File: config.mk
export PLATFORM = sky130hd
export DESIGN_NAME = program_sequencer_stack
export DESIGN_NICKNAME = d
export VERILOG_FILES = /design/src/rtl/program_sequencer_stack.sv
export SDC_FILE = /design/constraint.sdc
export NUM_CORES = 1
export LEC_CHECK = 0
export ABC_AREA = 1
export CAP_MARGIN = 15
export CORE_ASPECT_RATIO = 0.8
export CORE_UTILIZATION = 55
export DETAILED_ROUTE_END_ITERATION = 8
export GPL_TIMING_DRIVEN = 0
export PLACE_DENSITY = 0.8
export SLEW_MARGIN = 10
export SYNTH_ARGS = -nofsm -noshare
export SYNTH_HDL_FRONTEND = slang
export SYNTH_SLANG_ARGS = --single-unit
export TNS_END_PERCENT = 100
File: constraint.sdc
create_clock -name clk -period 4.8 [get_ports clk]
set_input_delay 1.44 -clock clk [delete_from_list [all_inputs] [get_ports clk]]
set_output_delay 1.44 -clock clk [all_outputs]
set_load 0.05 [all_outputs]
File: src/rtl/program_sequencer_stack.sv
// Program sequencer: combinational fetch address, registered pc, hardware
// return-address stack with sticky overflow/underflow flags.
module program_sequencer_stack #(
    parameter int ADDR_W      = 8,
    parameter int JMP_W       = 4,
    parameter int STACK_DEPTH = 4,
    parameter int RESET_ADDR  = 0,
    localparam int LVL_W      = $clog2(STACK_DEPTH + 1)
) (
    input  logic              clk,
    input  logic              reset_n,
    input  logic              sync_reset,
    input  logic              stall,
    input  logic              jmp,
    input  logic              jmp_nz,
    input  logic              dont_jump,
    input  logic              call,
    input  logic              ret,
    input  logic [JMP_W-1:0]  jmp_addr,
    output logic [ADDR_W-1:0] pm_addr,
    output logic [ADDR_W-1:0] pc,
    output logic [LVL_W-1:0]  stack_level,
    output logic              stack_overflow,
    output logic              stack_underflow
);

    localparam int IDX_W                 = (STACK_DEPTH > 1) ? $clog2(STACK_DEPTH) : 1;
    localparam logic [ADDR_W-1:0] RST_PC = ADDR_W'(RESET_ADDR);
    localparam logic [LVL_W-1:0] FULL_LVL = LVL_W'(STACK_DEPTH);

    logic              start_q;
    logic [ADDR_W-1:0] pc_q;
    logic [LVL_W-1:0]  level_q;
    logic              ovf_q;
    logic              unf_q;
    logic [ADDR_W-1:0] stack_mem [STACK_DEPTH];

    logic [ADDR_W-1:0] pc_inc;
    logic [ADDR_W-1:0] target;
    logic [ADDR_W-1:0] top_entry;
    logic [IDX_W-1:0]  top_idx;
    logic [IDX_W-1:0]  push_idx;
    logic              stack_empty;
    logic              stack_full;
    logic              ops_en;
    logic              do_push;
    logic              do_pop;
    logic              set_ovf;
    logic              set_unf;

    assign pc_inc      = pc_q + ADDR_W'(1);
    assign target      = ADDR_W'(jmp_addr) << (ADDR_W - JMP_W);
    assign stack_empty = (level_q == '0);
    assign stack_full  = (level_q == FULL_LVL);
    assign top_idx     = IDX_W'(level_q - LVL_W'(1));
    assign push_idx    = IDX_W'(level_q);
    assign top_entry   = stack_mem[top_idx];

    // Stack only moves when no higher-priority restart or stall owns the cycle;
    // ret outranks call when both are requested.
    assign ops_en  = ~start_q & ~sync_reset & ~stall;
    assign do_pop  = ops_en & ret & ~stack_empty;
    assign set_unf = ops_en & ret & stack_empty;
    assign do_push = ops_en & ~ret & call & ~stack_full;
    assign set_ovf = ops_en & ~ret & call & stack_full;

    always_comb begin
        pm_addr = pc_inc;
        if (start_q || sync_reset) begin
            pm_addr = RST_PC;
        end else if (stall) begin
            pm_addr = pc_q;
        end else if (ret) begin
            pm_addr = stack_empty ? pc_inc : top_entry;
        end else if (call || jmp || (jmp_nz && !dont_jump)) begin
            pm_addr = target;
        end
    end

    always_ff @(posedge clk or negedge reset_n) begin
        if (!reset_n) begin
            start_q <= 1'b1;
            pc_q    <= RST_PC;
            level_q <= '0;
            ovf_q   <= 1'b0;
            unf_q   <= 1'b0;
        end else begin
            start_q <= 1'b0;
            pc_q    <= pm_addr;
            if (sync_reset) begin
                level_q <= '0;
                ovf_q   <= 1'b0;
                unf_q   <= 1'b0;
            end else begin
                if (do_pop) begin
                    level_q <= level_q - LVL_W'(1);
                end else if (do_push) begin
                    level_q <= level_q + LVL_W'(1);
                end
                if (set_ovf) begin
                    ovf_q <= 1'b1;
                end
                if (set_unf) begin
                    unf_q <= 1'b1;
                end
            end
        end
    end

    // Entries survive resets; only the level pointer is cleared.
    always_ff @(posedge clk) begin
        if (do_push) begin
            stack_mem[push_idx] <= pc_inc;
        end
    end

    assign pc              = pc_q;
    assign stack_level     = level_q;
    assign stack_overflow  = ovf_q;
    assign stack_underflow = unf_q;

endmodule

# --- Word-level counts from Yosys, hierarchy flattened ---
# Memory sizes are Yosys's and may differ from the RTL's.
# Index checks and enable logic that the tools add are counted.
# Widths: inputs -> output; s select.
classes:
  mux: 14
  bitwise: 15
  n_reduce_logical: 9
  addsub: 3
  eq_ne: 1
ops:
  columns: ["operator", "n"]
  rows:
  - ["$mux 8", 5]
  - ["$and 1x1->1", 9]
  - ["$mux 3", 3]
  - ["$add 8x1->8 const B", 1]
  - ["$mux 1", 6]
  - ["$not 1->1", 6]
  - ["$reduce_bool 2->1", 2]
  - ["$add 3x1->3 const B", 1]
  - ["$eq 3x3->1 const B", 1]
  - ["$logic_not 3->1", 1]
  - ["$logic_or 1x1->1", 3]
  - ["$reduce_bool 3->1", 1]
  - ["$sub 3x1->3 const B", 1]
  - ["$logic_and 1x1->1", 1]
  - ["$logic_not 1->1", 1]
totals:
  mem_count: 1
  word_cells: 48
  ff_bits: 14
  input_bits: 13
  ramBits: 32
memory_table:
  columns: ["name", "words", "width", "rd", "rd_ports_with_merged_regs", "wr", "line_no", "text"]
  rows:
  - ["stack_mem", 4, 8, 1, 0, 1, "36", "logic [ADDR_W-1:0] stack_mem [STACK_DEPTH];"]

# --- Longest topological paths before layout ---
# Gate-level depths: netlist (run 1).
depth:
  ltp_word: 9
  depth_mapped: 12

# --- Worst setup path before layout (run 1) ---
# No wires, ideal clock.
synth_path:
  path_kind: "in2out"
  startpoint: "in jmp"
  endpoint: "out pm_addr[0]"
  arrival_ns: 2.813
  setup_slack_ns: 0.547
  path_stages: 5
  required_time_ns: 3.360
  path_cell_list: "nor2_1 nand2_1 nor2_1 nand2_1 a31oi_1"
synth_between:
  elab_chain_len: 6
synth_lines:
  columns: ["item", "line_no", "text"]
  rows:
  - ["from (decl)", "14", "input logic jmp,"]
  - ["$logic_or 1x1->1 (2 in series)", "75", "end else if (call || jmp || (jmp_nz && !dont_jump)) begin"]
  - ["$mux 8", "75", null]
  - ["$mux 8", "73", "end else if (ret) begin"]
  - ["$mux 8", "71", "end else if (stall) begin"]
  - ["$mux 8", "69", "if (start_q || sync_reset) begin"]
  - ["to (decl)", "20", "output logic [ADDR_W-1:0] pm_addr,"]
# No other way between the ends.

# --- Worst setup path in the final report (run 1) ---
layout_path:
  startpoint: "in call"
  endpoint: "out pm_addr[3]"
layout_between:
  elab_chain_len: 6
layout_lines:
  columns: ["item", "line_no", "text"]
  rows:
  - ["from (decl)", "17", "input logic call,"]
  - ["$logic_or 1x1->1 (2 in series)", "75", null]
  - ["$mux 8", "75", null]
  - ["$mux 8", "73", null]
  - ["$mux 8", "71", null]
  - ["$mux 8", "69", null]
# No other way between the ends.

==> results of run 1 <==
## routing by layer
metal  vias to the layer above  track usage  wire [um]  part of all wire
li1                        916            -          -                 -
met1                       853        0.313       2230              0.45
met2                        54        0.370       2380              0.48
met3                         9       0.0681        249             0.051
met4                         0       0.0767         72             0.015
met5                         -            0          0                 0
## placed cells by master (no fill, tap or decap), types with 2 or more instances in the layout
master | netlist | routed
o21ai_2 | 2 | 2
nor2_4 | 3 | 3
nand2_1 | 68 | 68
xnor2_1 | 3 | 3
clkbuf_8 | 0 | 5
inv_4 | 2 | 2
clkbuf_2 | 0 | 7
edfxtp_1 | 32 | 32
ha_1 | 6 | 6
nor2_1 | 29 | 29
o21ai_0 | 13 | 13
inv_1 | 22 | 22
dfrtp_1 | 13 | 13
clkdlybuf4s50_1 | 0 | 25
buf_6 | 3 | 3
nand2_4 | 3 | 3
nand3_1 | 20 | 20
inv_2 | 5 | 5
nor2_2 | 2 | 2
a21oi_1 | 15 | 15
## worst paths after layout
check | startpoint | endpoint | slack, ps | cells after the start
max | call | pm_addr[3] | 180 | 9
min | stack_overflow | stack_overflow | 510 | 2
max reg2reg | stack_level[0] | stack_mem[3][5] | 2280 | 9
min reg2reg | stack_overflow | stack_overflow | 510 | 2
max in group asynchronous | reset_n | pc[3] | 2850 | 1
min in group asynchronous | reset_n | stack_level[1] | 1530 | 1
## through the flow
stage / hold WS (ps) / setup TNS (ps) / total power [W]
2_1_floorplan: 778 / 0 / 0.000587
4_1_cts: 514 / 0 / 0.000886
3_5_place_dp: 490 / -1780 / 0.000648
6_report: 511 / 0 / 0.000883
5_1_grt: 552 / 0 / 0.000923
3_3_place_gp: 479 / -1570 / 0.000645
## registers in the layout, summed over array words and instances, names as in the netlist
| register | cells |
|---|---|
| stack_mem | 32 |
| start_q | 1 |
| stack_underflow | 1 |
| stack_level | 3 |
| stack_overflow | 1 |
| pc | 8 |
## cell type report
cell class              count  area (um^2)
fillers                   327         1330
clock inverters             3         25.0
well taps                  57         71.3
multi-input cells         175          901
flip-flops and latches     46         1310
plain buffers               6         50.0
repair buffers             33          295
clock buffers               5         68.8
inverters                  31          123
## power groups by stage
stage / combinational [W] / sequential, W / clock (W)
CTS: 0.000198 / 0.000440 / 0.000249
floorplan: 0.000119 / 0.000467 / 0
global placement: 0.000196 / 0.000448 / 0
detailed placement: 0.000199 / 0.000448 / 0
finish: 0.000197 / 0.000440 / 0.000246
global route: 0.000216 / 0.000441 / 0.000267
## Yosys cell counts
master     n  area [um^2]
a21oi_1   15         75.1
a21oi_2    1         8.76
a31oi_1    1         6.26
buf_2      1         5.00
buf_4      1         7.51
buf_6      3         33.8
clkbuf_1   1         3.75
clkinv_1   1         3.75
clkinv_2   1         5.00
conb_1     1         3.75
dfrtp_1   13          325
dfstp_2    1         26.3
edfxtp_1  32          961
ha_1       6         75.1
inv_1     22         82.6
inv_2      5         18.8
inv_4      2         12.5
nand2_1   68          255
nand2_2    1         6.26
nand2_4    3         33.8
nand3_1   20          100
nand3_4    1         17.5
nand3b_1   1         7.51
nand4_1    1         6.26
nor2_1    29          109
nor2_2     2         12.5
nor2_4     3         33.8
nor2_8     1         20.0
o211ai_1   1         7.51
o21ai_0   13         65.1
o21ai_1    1         5.00
o21ai_2    2         17.5
xnor2_1    3         26.3
xor2_1     1         8.76
## critical path: stages
cell	delay, ps
clkdlybuf4s50_1	460
nor2_1	110
nand2_1	160
a21oi_2	250
nand2_1	70
nand3_1	70
nand2_1	50
inv_1	60
clkdlybuf4s15_1	490
## cell families after synthesis
group                      after synthesis
buffers and inverters                   37
other                                    1
xor gates and xnor gates                 4
adders and majority gates                6
AOI/OAI and AO/OA                       34
and+or+nand+nor                        130
DFF                                     46
## timing repair
action / 4_1_cts / 5_1_grt
pin swaps: 0 / 0
gates resized for setup: 8 / 16
endpoints found under the setup margin: 8 / 8
==> run_results.csv, run 1 <==
group,metric,value,unit
cells_and_area,instances_no_fill,356,
setup_path,worst-setup-path-type,"in -> out",
floorplan,die_w,75.6,um
sta,fmaxAchievable,0.216,GHz
cells_and_area,insertedDiodeCount,0,
setup_path,worstPathMaxFanout,5,
synthesis,netlist_area,2390,um^2
detailed_routing,drt_iter0_markers,99,
cts,cts_max_level,2,
placed_design,port_buffers,33,
power,seqPwrFrac,0.498,
synthesis,ys_ff_latch,46,
detailed_routing,antenna_left,0,
power,ir_drop,0.000230,V
synthesis,synth-xor-area-share,0.0147,
placed_design,place_congestion,0.879,
cts,cts_buffers,5,
floorplan,rows,21,
global_route,grt_pass1_vias,1611,
synthesis,syn_area_per_cell,9.25,um^2
synthesis,synth_compound_area_frac,0.0776,
placed_design,dp_slack,-274,ps
cts,clk_pin_slew_worst_paths,90,ps
flow_run,max-cap-violations,0,
power,internal_power,0.000605,W
cells_and_area,fin_nets,317,
global_route,antenna_found_initial,0,
worst_hold_path,hp-class,"reg -> reg",
synthesis,muxShareOfSynthArea,0,
sta,period_needed,4620,ps
sta,hold_violations,0,
power,p_leak,1.20,nW
detailed_routing,num_vias,1832,
detailed_routing,drt_pass1_iterations,4,
cts,clk_path_buf_depth,2,
placed_design,numPlacedInstances,348,
sta,slew_headroom,0.432,
sta,setup_viol,0,
sta,fin_crit_sh,0.963,
detailed_routing,avgViaCountPerCell,5.15,
floorplan,start_util,0.571,
detailed_routing,totalWireLength,4930,um
power,p_comb_frac,0.223,
setup_path,arrival,3180,ps
cells_and_area,fin_util,0.681,
cts,cts_setup_buffers,0,
synthesis,yosys_warnings,0,
cts,postCtsHoldBufs,0,
cts,cts_sinks,46,
placed_design,place_area,2790,um^2
floorplan,die-area,4610,um^2
placed_design,dp_hpwl,3650,um
setup_path,crit_required,3360,ps
sta,tightestPinTransition,849,ps
cts,cts_root_buf,"clkbuf_8",
global_route,grt_use_total,0.234,
sta,layout_setup_ws,179,ps
cells_and_area,design_area,2850,um^2
floorplan,core_area,4180,um^2
synthesis,syn_nets,277,
floorplan,io_pins,34,
cells_and_area,drive_gt1_frac,0.144,
synthesis,yosys.area_share.simple,0.252,
synthesis,synthAdderAreaFrac,0.0315,
cts,clock_latency,300,ps
synthesis,synth.distinct_cells,34,
sta,drv_slew,0,
sta,rsz0062_at_grt,"no",
power,p_per_area,310,nW/um^2
cells_and_area,area_delta_synth_final,19.3,%
synthesis,ys_seq_area_frac,0.550,
setup_path,cp-start-kind,"input pin",
sta,fin_skew,7.45,ps
floorplan,dieHeight,60.9,um
cts,cts_tree,"done",
power,p_clk_frac,0.279,
global_route,grt_pass1_wl,7420,um
global_route,overflow,0,
global_route,grt_max_degree,17,
synthesis,synth_top_family_by_area,"simple AND/OR/NAND/NOR gates",
detailed_routing,drc,0,
synthesis,synthCells,258,
power,power_switching,0.000279,W
setup_path,endpoint_kind,"primary output",
detailed_routing,routedWlPerCell,13.8,um
outcome,outcome,"finished, final reports clean",
power,swShare,0.316,
No activity file was read; power rests on OpenSTA's default activity.
==> inputs of run 2 (changes only) <==
- CTS_BUF_LIST: default -> sky130_fd_sc_hd__clkbuf_4 sky130_fd_sc_hd__clkbuf_8
==> results of run 2 <==
Same layout as run 1: the final DEF is identical, and so are final timing and power.
